==> config.mk <==
export PLATFORM = sky130hd
export DESIGN_NAME = nibble_serial_add_ctrl_flat
export DESIGN_NICKNAME = d
export VERILOG_FILES = /design/src/rtl/nibble_serial_add_ctrl_pkg.sv /design/src/rtl/nibble_serial_add_ctrl_if.sv /design/src/rtl/full_adder_4bit_st.sv /design/src/rtl/nibble_serial_add_ctrl.sv /design/src/flat_wrapper.sv
export SDC_FILE = /design/constraint.sdc
export NUM_CORES = 1
export LEC_CHECK = 0
export CAP_MARGIN = 20
export CORE_MARGIN = 2
export CORE_UTILIZATION = 45
export CTS_CLUSTER_DIAMETER = 40
export DETAILED_ROUTE_END_ITERATION = 7
export GPL_TIMING_DRIVEN = 1
export PLACE_DENSITY_LB_ADDON = 0.05
export SLEW_MARGIN = 40
export SYNTH_ARGS = -nofsm -noshare
export SYNTH_HDL_FRONTEND = slang
export SYNTH_SLANG_ARGS = --single-unit
==> constraint.sdc <==
create_clock -name clk -period 3.3 [get_ports clk]
set_input_delay 0.495 -clock clk [delete_from_list [all_inputs] [get_ports clk]]
set_output_delay 0.495 -clock clk [all_outputs]
set_load 0.02 [all_outputs]
==> src/rtl/nibble_serial_add_ctrl_pkg.sv <==
// Shared adder-family package.
// Holds the controller state encoding, the ADD/SUB opcode encoding and
// the slice width used by the nibble-serial adder controller.
package nibble_serial_add_ctrl_pkg;

  localparam int SLICE_W = 4;

  typedef enum logic [1:0] {
    ST_IDLE = 2'd0,
    ST_RUN  = 2'd1,
    ST_DONE = 2'd2
  } state_t;

  typedef enum logic {
    OP_ADD = 1'b0,
    OP_SUB = 1'b1
  } op_t;

endpackage

==> src/rtl/nibble_serial_add_ctrl_if.sv <==
// Request/result bus of the nibble-serial adder controller.
// Request side : in_valid/in_ready handshake carrying A, B, Cin, Op.
// Result side  : out_valid/out_ready handshake carrying Sum, Cout, Ovf.
// Modports     : master = requester/consumer, slave = controller.
interface nibble_serial_add_ctrl_if
  import nibble_serial_add_ctrl_pkg::*;
#(
  parameter int NIBBLES = 4
);
  localparam int W = SLICE_W * NIBBLES;

  logic         in_valid;
  logic         in_ready;
  logic [W-1:0] A;
  logic [W-1:0] B;
  logic         Cin;
  logic         Op;        // compared against op_t encodings
  logic         out_valid;
  logic         out_ready;
  logic [W-1:0] Sum;
  logic         Cout;
  logic         Ovf;

  modport master (
    output in_valid, A, B, Cin, Op, out_ready,
    input  in_ready, out_valid, Sum, Cout, Ovf
  );

  modport slave (
    input  in_valid, A, B, Cin, Op, out_ready,
    output in_ready, out_valid, Sum, Cout, Ovf
  );
endinterface

==> src/rtl/full_adder_4bit_st.sv <==
// 4-bit ripple-carry adder slice.
// Ports: i_a, i_b (4-bit addends), i_cin (carry in),
//        o_sum (4-bit sum), o_cout (carry out of bit 3).
module full_adder_4bit_st (
  input  logic [3:0] i_a,
  input  logic [3:0] i_b,
  input  logic       i_cin,
  output logic [3:0] o_sum,
  output logic       o_cout
);
  logic [4:0] w_c;

  assign w_c[0] = i_cin;

  for (genvar g = 0; g < 4; g++) begin : g_bit
    assign o_sum[g]   = i_a[g] ^ i_b[g] ^ w_c[g];
    assign w_c[g + 1] = (i_a[g] & i_b[g]) | (w_c[g] & (i_a[g] ^ i_b[g]));
  end

  assign o_cout = w_c[4];
endmodule

==> src/rtl/nibble_serial_add_ctrl.sv <==
// Nibble-serial add/subtract controller.
// Accepts one request in IDLE, processes one 4-bit slice per cycle in RUN
// (NIBBLES cycles, LSB nibble first) and presents the result in DONE until
// the consumer takes it.
// Ports: clk, rst_n (async active-low), bus (slave modport: in_valid/in_ready,
//        A, B, Cin, Op, out_valid/out_ready, Sum, Cout, Ovf).
module nibble_serial_add_ctrl
  import nibble_serial_add_ctrl_pkg::*;
#(
  parameter int NIBBLES = 4
) (
  input  logic                     clk,
  input  logic                     rst_n,
  nibble_serial_add_ctrl_if.slave  bus
);
  localparam int W     = SLICE_W * NIBBLES;
  localparam int IDX_W = (NIBBLES > 1) ? $clog2(NIBBLES) : 1;

  state_t             r_state;
  state_t             w_state_next;
  logic [IDX_W-1:0]   r_idx;
  logic [W-1:0]       r_a;
  logic [W-1:0]       r_b;
  logic [W-1:0]       r_sum;
  logic               r_carry;
  logic               r_cout;
  logic               r_ovf;

  logic               w_accept;
  logic               w_last;
  logic [SLICE_W-1:0] w_a_nib;
  logic [SLICE_W-1:0] w_b_nib;
  logic [SLICE_W-1:0] w_slice_sum;
  logic               w_slice_cout;
  logic               w_msb_cin;

  assign w_accept = bus.in_valid && (r_state == ST_IDLE);
  assign w_last   = (r_idx == IDX_W'(NIBBLES - 1));
  assign w_a_nib  = r_a[r_idx*SLICE_W +: SLICE_W];
  assign w_b_nib  = r_b[r_idx*SLICE_W +: SLICE_W];

  full_adder_4bit_st u_slice (
    .i_a    (w_a_nib),
    .i_b    (w_b_nib),
    .i_cin  (r_carry),
    .o_sum  (w_slice_sum),
    .o_cout (w_slice_cout)
  );

  // The carry into the MSB is recovered from the MSB sum bit, so the slice
  // only needs to export its final carry.
  assign w_msb_cin = w_a_nib[SLICE_W-1] ^ w_b_nib[SLICE_W-1] ^ w_slice_sum[SLICE_W-1];

  // NOTE: state registers use non-blocking assignments so every flop samples
  // pre-edge values regardless of process ordering.
  always_ff @(posedge clk or negedge rst_n) begin
    if (!rst_n) r_state <= ST_IDLE;
    else        r_state <= w_state_next;
  end

  // NOTE: the default assignment first keeps every path assigned, so no
  // latch is inferred.
  always_comb begin
    w_state_next = r_state;
    case (r_state)
      ST_IDLE: if (w_accept)      w_state_next = ST_RUN;
      ST_RUN:  if (w_last)        w_state_next = ST_DONE;
      ST_DONE: if (bus.out_ready) w_state_next = ST_IDLE;
      default:                    w_state_next = ST_IDLE;
    endcase
  end

  always_ff @(posedge clk or negedge rst_n) begin
    if (!rst_n) begin
      r_idx   <= '0;
      r_a     <= '0;
      r_b     <= '0;
      r_sum   <= '0;
      r_carry <= 1'b0;
      r_cout  <= 1'b0;
      r_ovf   <= 1'b0;
    end else begin
      case (r_state)
        ST_IDLE: begin
          if (w_accept) begin
            // Subtraction is A + ~B + 1; the +1 enters as the initial carry.
            r_a     <= bus.A;
            r_b     <= (bus.Op == OP_SUB) ? ~bus.B : bus.B;
            r_carry <= (bus.Op == OP_SUB) ? 1'b1 : bus.Cin;
            r_idx   <= '0;
          end
        end
        ST_RUN: begin
          r_sum[r_idx*SLICE_W +: SLICE_W] <= w_slice_sum;
          r_carry                         <= w_slice_cout;
          if (w_last) begin
            r_cout <= w_slice_cout;
            r_ovf  <= w_msb_cin ^ w_slice_cout;
          end else begin
            r_idx <= r_idx + IDX_W'(1);
          end
        end
        default: ;
      endcase
    end
  end

  assign bus.in_ready  = (r_state == ST_IDLE);
  assign bus.out_valid = (r_state == ST_DONE);
  assign bus.Sum       = r_sum;
  assign bus.Cout      = r_cout;
  assign bus.Ovf       = r_ovf;
endmodule

==> src/flat_wrapper.sv <==
// flat-port wrapper written by rule: the top's interface ports become plain ports
module nibble_serial_add_ctrl_flat import nibble_serial_add_ctrl_pkg::*;
#(
  parameter int NIBBLES = 4
)
  (clk, rst_n, bus_in_valid, bus_A, bus_B, bus_Cin, bus_Op, bus_out_ready, bus_in_ready, bus_out_valid, bus_Sum, bus_Cout, bus_Ovf);
  nibble_serial_add_ctrl_if #(.NIBBLES(NIBBLES)) bus_i ();
  input  logic clk;
  input  logic rst_n;
  input wire logic [$bits(bus_i.in_valid)-1:0] bus_in_valid;
  input wire logic [$bits(bus_i.A)-1:0] bus_A;
  input wire logic [$bits(bus_i.B)-1:0] bus_B;
  input wire logic [$bits(bus_i.Cin)-1:0] bus_Cin;
  input wire logic [$bits(bus_i.Op)-1:0] bus_Op;
  input wire logic [$bits(bus_i.out_ready)-1:0] bus_out_ready;
  output wire logic [$bits(bus_i.in_ready)-1:0] bus_in_ready;
  output wire logic [$bits(bus_i.out_valid)-1:0] bus_out_valid;
  output wire logic [$bits(bus_i.Sum)-1:0] bus_Sum;
  output wire logic [$bits(bus_i.Cout)-1:0] bus_Cout;
  output wire logic [$bits(bus_i.Ovf)-1:0] bus_Ovf;
  assign bus_i.in_valid = bus_in_valid;
  assign bus_i.A = bus_A;
  assign bus_i.B = bus_B;
  assign bus_i.Cin = bus_Cin;
  assign bus_i.Op = bus_Op;
  assign bus_i.out_ready = bus_out_ready;
  assign bus_in_ready = bus_i.in_ready;
  assign bus_out_valid = bus_i.out_valid;
  assign bus_Sum = bus_i.Sum;
  assign bus_Cout = bus_i.Cout;
  assign bus_Ovf = bus_i.Ovf;
  nibble_serial_add_ctrl #(.NIBBLES(NIBBLES)) u_core (.clk(clk), .rst_n(rst_n), .bus(bus_i));
endmodule
### Yosys cells after proc, flatten, opt, wreduce, memory -nomap -nowiden

Cells that the tools add are included.

* word-level logic and storage cells: 64
* input port bits: 38
* output and inout port bits: 20
* register bits: 55

* equal/unequal tests: 7
* reductions and logical operators: 8
* shifts and indexed selects: 4
* bitwise operators: 23
* multiplexer cells: 12
* add/sub/neg operators: 2

Operators with widths (count)
* negation 4 -> 34 bit: 1
* variable shift 4 x 34 -> 16 bit, first input constant: 1
* variable part select 4 x 34 -> 16 bit: 1
* variable part select 16 x 5 -> 4 bit: 2
* bitwise mux 16 bit: 1
* 2-to-1 mux 16 bit: 1
* inverter 16 bit: 1
* 2-to-1 mux 2 bit: 5
* bitwise XOR 1 bit: 10
* bitwise AND 1 bit: 8
* case mux 2 bit (3 select lines): 1
* AND reduction 2 bit: 3
* AND reduction 3 bit: 2
* equality test 2 bit, second input constant: 2
* inequality test 2 x 1 -> 1 bit, second input constant: 2
* inequality test 2 bit, second input constant: 2
* bitwise OR 1 bit: 4
* case mux 2 bit (2 select lines): 1
* adder 2 x 1 -> 2 bit, second input constant: 1
* equality test 2 x 1 -> 1 bit, second input constant: 1
* logical NOT 2 bit: 1
* 2-to-1 mux 1 bit: 2
* case mux 1 bit (2 select lines): 1
* nonzero test 2 bit: 1
* logical AND 1 bit: 1

### Longest topological paths before layout

Gate-level depths: netlist (run 1).

* depth after elaboration: 11
* mapped depth: 9

### By module

A second synthesis (run 1) with hierarchy kept.

* cell total of the unflattened synthesis: 222
* area total of the unflattened synthesis: 2683.8 sq um

Modules (own cells, without submodules)
* nibble_serial_add_ctrl: cells an instance 208, area each 2566.2 sq um, seq. area each 1376.3 sq um, times used 1
* full_adder_4bit_st: cells an instance 14, area each 117.6 sq um, seq. area each 0.0 sq um, times used 1

### Worst setup path before layout (run 1)

Ideal clock, no wire load.

* kind: register -> register
* start: reg u_core.r_idx[0]
* end: reg u_core.r_ovf (netlist: u_core.bus.Ovf)
* data arrival time: 3188 ps
* data required time: 3172 ps
* slack: -16 ps
* setup time: 128 ps
* stages on the path, launching flop included: 9
* clock period less this slack: 3316 ps
* cells stage by stage: dfrtp_1 buf_2 mux4_2 fa_1 fa_1 fa_1 fa_1 xnor2_1 o21ai_0

* word-level cells in the longest chain between the ends: 11
* elaborated cells on any way between the ends: 23

Ends and longest elaborated chain
* from (decl): line nibble_serial_add_ctrl.sv:21 `logic [IDX_W-1:0] r_idx;`
* from (signal assigned): line nibble_serial_add_ctrl.sv:100 `r_idx <= r_idx + IDX_W'(1);`
* variable part select 16 x 5 -> 4 bit (on tied branches): line nibble_serial_add_ctrl.sv:39, nibble_serial_add_ctrl.sv:40
* bitwise XOR 1 bit: line full_adder_4bit_st.sv:17 `assign w_c[g + 1] = (i_a[g] & i_b[g]) | (w_c[g] & (i_a[g] ^ i_b[g]));`
* bitwise AND 1 bit: line full_adder_4bit_st.sv:17
* bitwise OR 1 bit: line full_adder_4bit_st.sv:17
* bitwise AND 1 bit: line full_adder_4bit_st.sv:17
* bitwise OR 1 bit: line full_adder_4bit_st.sv:17
* bitwise AND 1 bit: line full_adder_4bit_st.sv:17
* bitwise OR 1 bit: line full_adder_4bit_st.sv:17
* bitwise XOR 1 bit / bitwise AND 1 bit (equally long branches): line full_adder_4bit_st.sv:16, full_adder_4bit_st.sv:17
* bitwise XOR 1 bit / bitwise OR 1 bit (equally long branches): line nibble_serial_add_ctrl.sv:52, full_adder_4bit_st.sv:17
* bitwise XOR 1 bit: line nibble_serial_add_ctrl.sv:98 `r_ovf <= w_msb_cin ^ w_slice_cout;`
* to (signal assigned): line nibble_serial_add_ctrl.sv:98
* to (decl): line nibble_serial_add_ctrl.sv:27 `logic r_ovf;`

Parallel ways exist; a longest one is shown, timed or not.
A chain may end at the register's enable or synchronous reset.

### Final worst setup path (run 1)

Same ends and word-level chain as after synthesis.

==> summary.txt, run 1 <==
Setup path
  – R2r startpoint: u_core.r_idx[0]
  – Reg-to-reg slack, setup: 0.19 ns
  – Critical path fanouts, max: 5
  – Crit. End Element: register
  – Worst R2R End: u_core.bus.Ovf
  – Cells on worst reg2reg path: 7
  – Startpoint Class: register
  – Critical Path RT: 3.50 ns
  – CP Class: reg -> reg
  – Worst EP arrival: 3.30 ns

Cells and area
  – Most frequent cells in the layout: 56 x clkdlybuf4s50_1, 54 x dfrtp_1, 20 x nor2_1, 19 x a22o_1
  – Fillcell total: 480
  – Most common cell after layout, fill and taps aside: clkdlybuf4s50_1
  – Register Area: 1380 um2
  – Final nets: 310
  – Area occupied by multi-input gates: 1210 um2
  – Layout cells sized above 1: 19.8%
  – Antenna fix cells: 0
  – Layout area overhead: 29.1%

Yosys
  – Synth Warn #: 0
  – Mapped Area: 2650 um2
  – Synthesized net count: 248
  – Syn_area_per_cell: 13.3 um2
  – Synth Register Bits: 55
  – Syn Inst Count: 199
  – Unique masters post-synth: 24
  – Register area share after synthesis: 51.9%

Detailed routing
  – Total Wirelength: 5080 um
  – Wirelength per Cell: 15.2 um
  – Final ANT Viol Nets: 0
  – Via count: 1738
  – DRC viols: 0
  – Detailed router's first-iteration violation count: 74
  – Pre-antenna DRT Iters: 4
  – Vias per std cell: 5.20

Timing
  – Slew HR: 63.0%
  – Least-Margin Pin Slew: 0.555 ns
  – Fmax: 322 MHz
  – Layout Skew: 0.00520 ns
  – RSZ-0062 raised after global routing: false
  – Hold WS: 0.134 ns
  – Fin. max-slew vios: 0
  – Hold Fails Final Rpt: 0
  – Final Cycle Share: 94.2%
  – Setup_tns: 0 ns
  – Final setup viols: 0
  – Crit path time final: 3.11 ns

Die
  – Die span in y: 80.7 um
  – I/O pins: 58
  – Initial Util: 47.3%
  – Die width: 80.7 um
  – Core Area: 5610 um2
  – Die area: 6520 um2
  – Placement Rows: 27

GRT
  – Initial antenna violation count: 0
  – Global-route wire length before repair: 8510 um
  – Overall Global Routing Usage: 17.4%
  – Vias in the first global route: 1755
  – Total gr overflow: 0
  – Largest net degree at the start of global routing: 49

Worst hold path
  – Hold WC Path Type: in -> async

Power and ir drop
  – Max VDD drop: 0.000447 V
  – Clock power share: 11.2%
  – PD cells: 1020 nW/um2
  – Switching share of power: 39.1%
  – LEAKAGE: 0.00139 uW
  – Internal Power: 2130 uW
  – Total net switching power: 1370 uW
  – Combinational share of power: 55.2%
  – Sequential share of power: 33.6%

Clock network
  – CTS H-tree depth: 2
  – CTS Buffer Depth: 2
  – TritonCTS clock tree: built
  – Hold-fix buffers, CTS: 0
  – Num CTS Buffers: 5
  – CTS clk-pin slew, worst paths: 0.10 ns
  – Clock Latency Late Sink: 0.31 ns
  – CTS sink count: 55
  – Root Driver: clkbuf_8

Place
  – GPL Wtd Cong: 0.723
  – DP Wirelength: 3800 um
  – Port bufs: 57

Job
  – Max-Cap Viols: 0

Outcome
  – Outcome: finished clean
## logic make-up after synthesis
logic type                 count (synthesis)  synth area share, %
AOI/OAI and AO/OA                         41                 10.8
xor gates and xnor gates                  18                 5.95
adders and majority gates                 11                 6.33
buffers and inverters                     15                 2.79
DFF                                       55                 51.9
muxes                                     26                 14.4
and+or+nand+nor                           33                 7.79
## metrics by stage
| step | power, uW | cells | worst slack, ns | area (um2) | util [%] |
|---|---|---|---|---|---|
| 2_1_floorplan | 2500 | 199 | 0.0692 | 2650 | - |
| 3_3_place_gp | 3080 | 324 | 0.171 | 3310 | 58.9 |
| 3_5_place_dp | 3120 | 324 | 0.0959 | 3310 | 59.0 |
| 4_1_cts | 3520 | 332 | 0.0754 | 3400 | 60.7 |
| 5_1_grt | 3790 | 334 | 0.0379 | 3420 | 61.0 |
| 6_report | 3500 | 334 | 0.191 | 3420 | 61.0 |
## worst max-delay path, cell delays in order (launching register included)
cell and delay (ns):
dfrtp_2 0.43, mux4_2 0.53, fa_1 0.42, fa_1 0.39
fa_1 0.42, fa_2 0.61, xnor2_1 0.12, o21ai_0 0.08
## power by group through the flow
stage / clock (uW) / combinational, uW / sequential (uW)
after global placement: 0 / 1900 / 1190
after global routing: 431 / 2140 / 1220
final: 393 / 1930 / 1170
after CTS: 405 / 1930 / 1180
after floorplan: 0 / 1310 / 1190
after detailed placement: 0 / 1920 / 1190
## synth_stat cells
library cell  count  area (um2)
dfrtp_1          55        1380
nor2_1           20        75.1
a22o_1           19         166
a21oi_1          18        90.1
mux2_2           18         203
xnor2_1          17         149
buf_2             8        40.0
mux4_2            8         180
ha_1              7        87.6
nand3b_1          5        37.5
fa_1              4        80.1
inv_1             4        15.0
nor4_2            3        37.5
buf_4             2        15.0
o21ai_0           2        10.0
clkbuf_1          1        3.75
nand2_1           1        3.75
nand3b_4          1        20.0
nor3_1            1        5.00
nor3b_2           1        12.5
nor4b_2           1        15.0
o221a_2           1        11.3
o31ai_1           1        7.51
xor2_1            1        8.76
## timing repair
item                                    in CTS  in global routing
resized for setup                            0                  2
endpoints found under the setup margin       0                  1
setup buffers                                0                  2
## per-layer routing
| metal | part of all wire (%) | track usage, % |
|---|---|---|
| met5 | 0 | 0 |
| met1 | 44 | 22.8 |
| met4 | 1.3 | 5.08 |
| met2 | 51 | 29.3 |
| met3 | 3.8 | 4.00 |
## registers in the layout, indices dropped and copies added (netlist names)
name,cells
u_core.r_b,16
u_core.r_a,16
u_core.r_idx,2
u_core.bus.Ovf,1
u_core.bus.Cout,1
u_core.r_state,2
u_core.r_carry,1
u_core.bus.Sum,16
## layout make-up
| type | count | area share, % |
|---|---|---|
| clock buffers | 7 | 2.52 |
| clock inverters | 1 | 0.256 |
| inverters | 4 | 0.439 |
| multi-input cells | 129 | 35.3 |
| flip-flops and latches | 55 | 40.3 |
| well taps | 72 | 2.63 |
| repair buffers | 66 | 18.6 |
## worst max path at each step
stage,depth (start not counted),startpoint,end
floorplan,8,u_core.r_idx[0],u_core.bus.Ovf
global placement,7,u_core.r_idx[0],u_core.bus.Ovf
detailed placement,7,u_core.r_idx[0],u_core.bus.Ovf
CTS,7,u_core.r_idx[0],u_core.bus.Ovf
global route,7,u_core.r_idx[0],u_core.bus.Ovf
finish,7,u_core.r_idx[0],u_core.bus.Ovf
Note: power is estimated with default switching activity, not from simulation.
==> run 2, diff against run 1 <==
GPL_ROUTABILITY_DRIVEN = 0   (was default)
==> results of run 2 <==
Same layout as run 1: the final DEF is identical, and so are final timing and power.
==> run 3, diff against run 2 <==
CORE_UTILIZATION = 54   (was 45)
RECOVER_POWER = 25   (was default)
clock period = 3.8 ns   (was 3.3 ns; I/O delays follow)
==> summary.txt, run 3 (same netlist as run 1, synthesis figures left out) <==
Timing
  – Final Cycle Share: 87.2% (-7.0 points)
  – Least-Margin Pin Slew: 1.49 ns (+0.934 ns)
  – Slew HR: 0.761% (-62 points)
  – Crit path time final: 3.31 ns (+0.206 ns)
  – Setup_tns: 0 ns (unchanged)
  – Final setup margin: 0.486 ns (+0.294 ns)
  – RSZ-0062 raised after global routing: false
  – Fmax: 302 MHz (-6.2%)
  – Final setup viols: 0 (unchanged)
  – Hold Fails Final Rpt: 0 (unchanged)
  – Fin. max-slew vios: 0 (unchanged)
  – Layout Skew: 0.00595 ns (+0.000750 ns)

Die
  – Initial Util: 56.1% (+8.9 points)
  – I/O pins: 58 (unchanged)
  – Core Area: 4720 um2 (-16%)
  – Die span in y: 74.1 um (-8.3%)
  – Die width: 74.1 um (-8.3%)
  – Die area: 5480 um2 (-16%)
  – Placement Rows: 25 (-7.4%)

Cells and area
  – Antenna fix cells: 0 (unchanged)
  – Layout cells sized above 1: 17.1% (-2.8 points)
  – Most frequent cells in the layout: 55 x clkdlybuf4s50_1, 55 x dfrtp_1, 20 x nor2_1, 19 x a22o_1
  – Final nets: 306 (-1.3%)
  – Fin cells: 325 (-2.7%)
  – Layout area overhead: 26.6%
  – Cell area after layout: 3360 um2 (-1.9%)

Setup path
  – Slowest CP cell: fa_1
  – Critical Path RT: 3.98 ns (+0.48 ns)
  – CP Buf/Inv Count: 0 (unchanged)
  – Family with the most delay on the worst path: adder cells
  – Reg-to-reg slack, setup: 0.49 ns (+0.29 ns)
  – R2r startpoint: u_core.r_idx[0]
  – Crit path from: u_core.r_idx[0]
  – Worst EP arrival: 3.49 ns (+0.19 ns)
  – Worst path depth: 7 (unchanged)
  – Crit. End Element: register
  – Critical path destination: u_core.bus.Ovf
  – Startpoint Class: register
  – CP Class: reg -> reg
  – CP dominant cell by count: fa_1
  – CP max stage delay: 0.62 ns (about the same)
  – Critical path fanouts, max: 6 (+1)
  – Worst R2R End: u_core.bus.Ovf
  – Cells on worst reg2reg path: 7 (unchanged)
  – Critical-path cell list: mux4_2 > fa_1 > fa_1 > fa_1 > fa_1 > xnor2_1 > o21ai_0

Detailed routing
  – Metal2 WL: 2610 um (+1.6%)
  – Max Used Layer: met4
  – Final ANT Viol Nets: 0 (unchanged)
  – Wirelength per Cell: 15.4 um (+1.2%)
  – Total Wirelength: 5000 um (-1.5%)
  – Met1 Routed Length: 2130 um (-5.3%)
  – Detailed router's first-iteration violation count: 96 (+30%)
  – Via count: 1768 (+1.7%)
  – Vias per std cell: 5.44 (+4.5%)
  – Pre-antenna DRT Iters: 5 (+1)
  – Routed met3 length: 179 um (-6.8%)
  – DRC viols: 0 (unchanged)

Clock network
  – TritonCTS clock tree: built
  – Post-cts sizing count: 0 (unchanged)
  – CTS sink count: 55 (unchanged)
  – CTS H-tree depth: 2 (unchanged)
  – Post-CTS Setup Bufs: 0 (unchanged)
  – Hold-fix buffers, CTS: 0 (unchanged)
  – CTS clk-pin slew, worst paths: 0.09 ns (about the same)
  – Clock Latency Late Sink: 0.30 ns (about the same)
  – CTS Buffer Depth: 2 (unchanged)
  – Root Driver: clkbuf_8
  – Num CTS Buffers: 5 (unchanged)

Job
  – Max-Cap Viols: 1 (+1)

Power and ir drop
  – Max VDD drop: 0.000536 V (+20%)
  – Total net switching power: 1170 uW (-14%)
  – Clock power share: 10.5% (-0.7 points)
  – Switching share of power: 39.6% (+0.49 points)
  – Combinational share of power: 54.1% (-1.1 points)
  – Internal Power: 1790 uW (-16%)
  – LEAKAGE: 0.00136 uW (-2.2%)
  – Sequential share of power: 35.4% (+1.8 points)
  – PD cells: 883 nW/um2 (-14%)
  – Total Power: 2960 uW (-15%)

GRT
  – Overall Global Routing Usage: 20.0% (+2.5 points)
  – Largest net degree at the start of global routing: 30 (-39%)
  – Total gr overflow: 0 (unchanged)
  – Initial antenna violation count: 0 (unchanged)
  – Vias in the first global route: 1692 (-3.6%)
  – Global-route wire length before repair: 8200 um (-3.6%)

Place
  – Area post-placement: 3280 um2 (-0.72%)
  – Placed cells: 317 (-2.2%)
  – DP Wirelength: 3830 um (+0.85%)
  – Port bufs: 57 (unchanged)
  – Worst slack, placed: 0.489 ns (+0.393 ns)

Outcome
  – Outcome: complete, but fails checks
  – Failing checks: capacitance limit

Worst hold path
  – Hold WC Path Type: reg -> reg
## run 3: worst min-delay path by stage
stage,startpoint,end,cells past startpoint
global route,u_core.bus.Sum[15],u_core.bus.Sum[15],1
finish,u_core.bus.Sum[14],u_core.bus.Sum[14],1
CTS,rst_n,u_core.bus.Sum[4],1
global placement,u_core.r_a[4],u_core.r_a[4],1
floorplan,rst_n,u_core.bus.Cout,0
detailed placement,u_core.bus.Sum[13],u_core.bus.Sum[13],1
## run 3: metal layers
metal,global-route usage [%],vias up
li1,-,835
met1,26.2,873
met2,33.9,51
met3,2.85,9
met4,7.47,0
met5,0,-
## run 3: power by group through the flow
stage	clock [uW]	sequential [uW]	combinational (uW)
3_3_place_gp	0	1060	1600
2_1_floorplan	0	1030	1130
4_1_cts	315	1050	1620
3_5_place_dp	0	1060	1620
5_1_grt	331	1090	1770
6_report	310	1050	1600
## run 3: area by class of cell
| cell class | instances | area [um2] |
|---|---|---|
| fillers | 352 | 1370 |
| flip-flops and latches | 55 | 1380 |
| inverters | 4 | 15.0 |
| multi-input cells | 129 | 1210 |
| repair buffers | 62 | 593 |
| clock buffers | 7 | 76.3 |
| well taps | 67 | 83.8 |
| clock inverters | 1 | 5.00 |
## run 3: metrics by stage
step,hold WS [ns],util (%)
floorplan,0.274,-
global placement,0.488,69.4
detailed placement,0.496,69.5
CTS,0.288,71.3
global route,0.531,71.0
finish,0.509,71.0
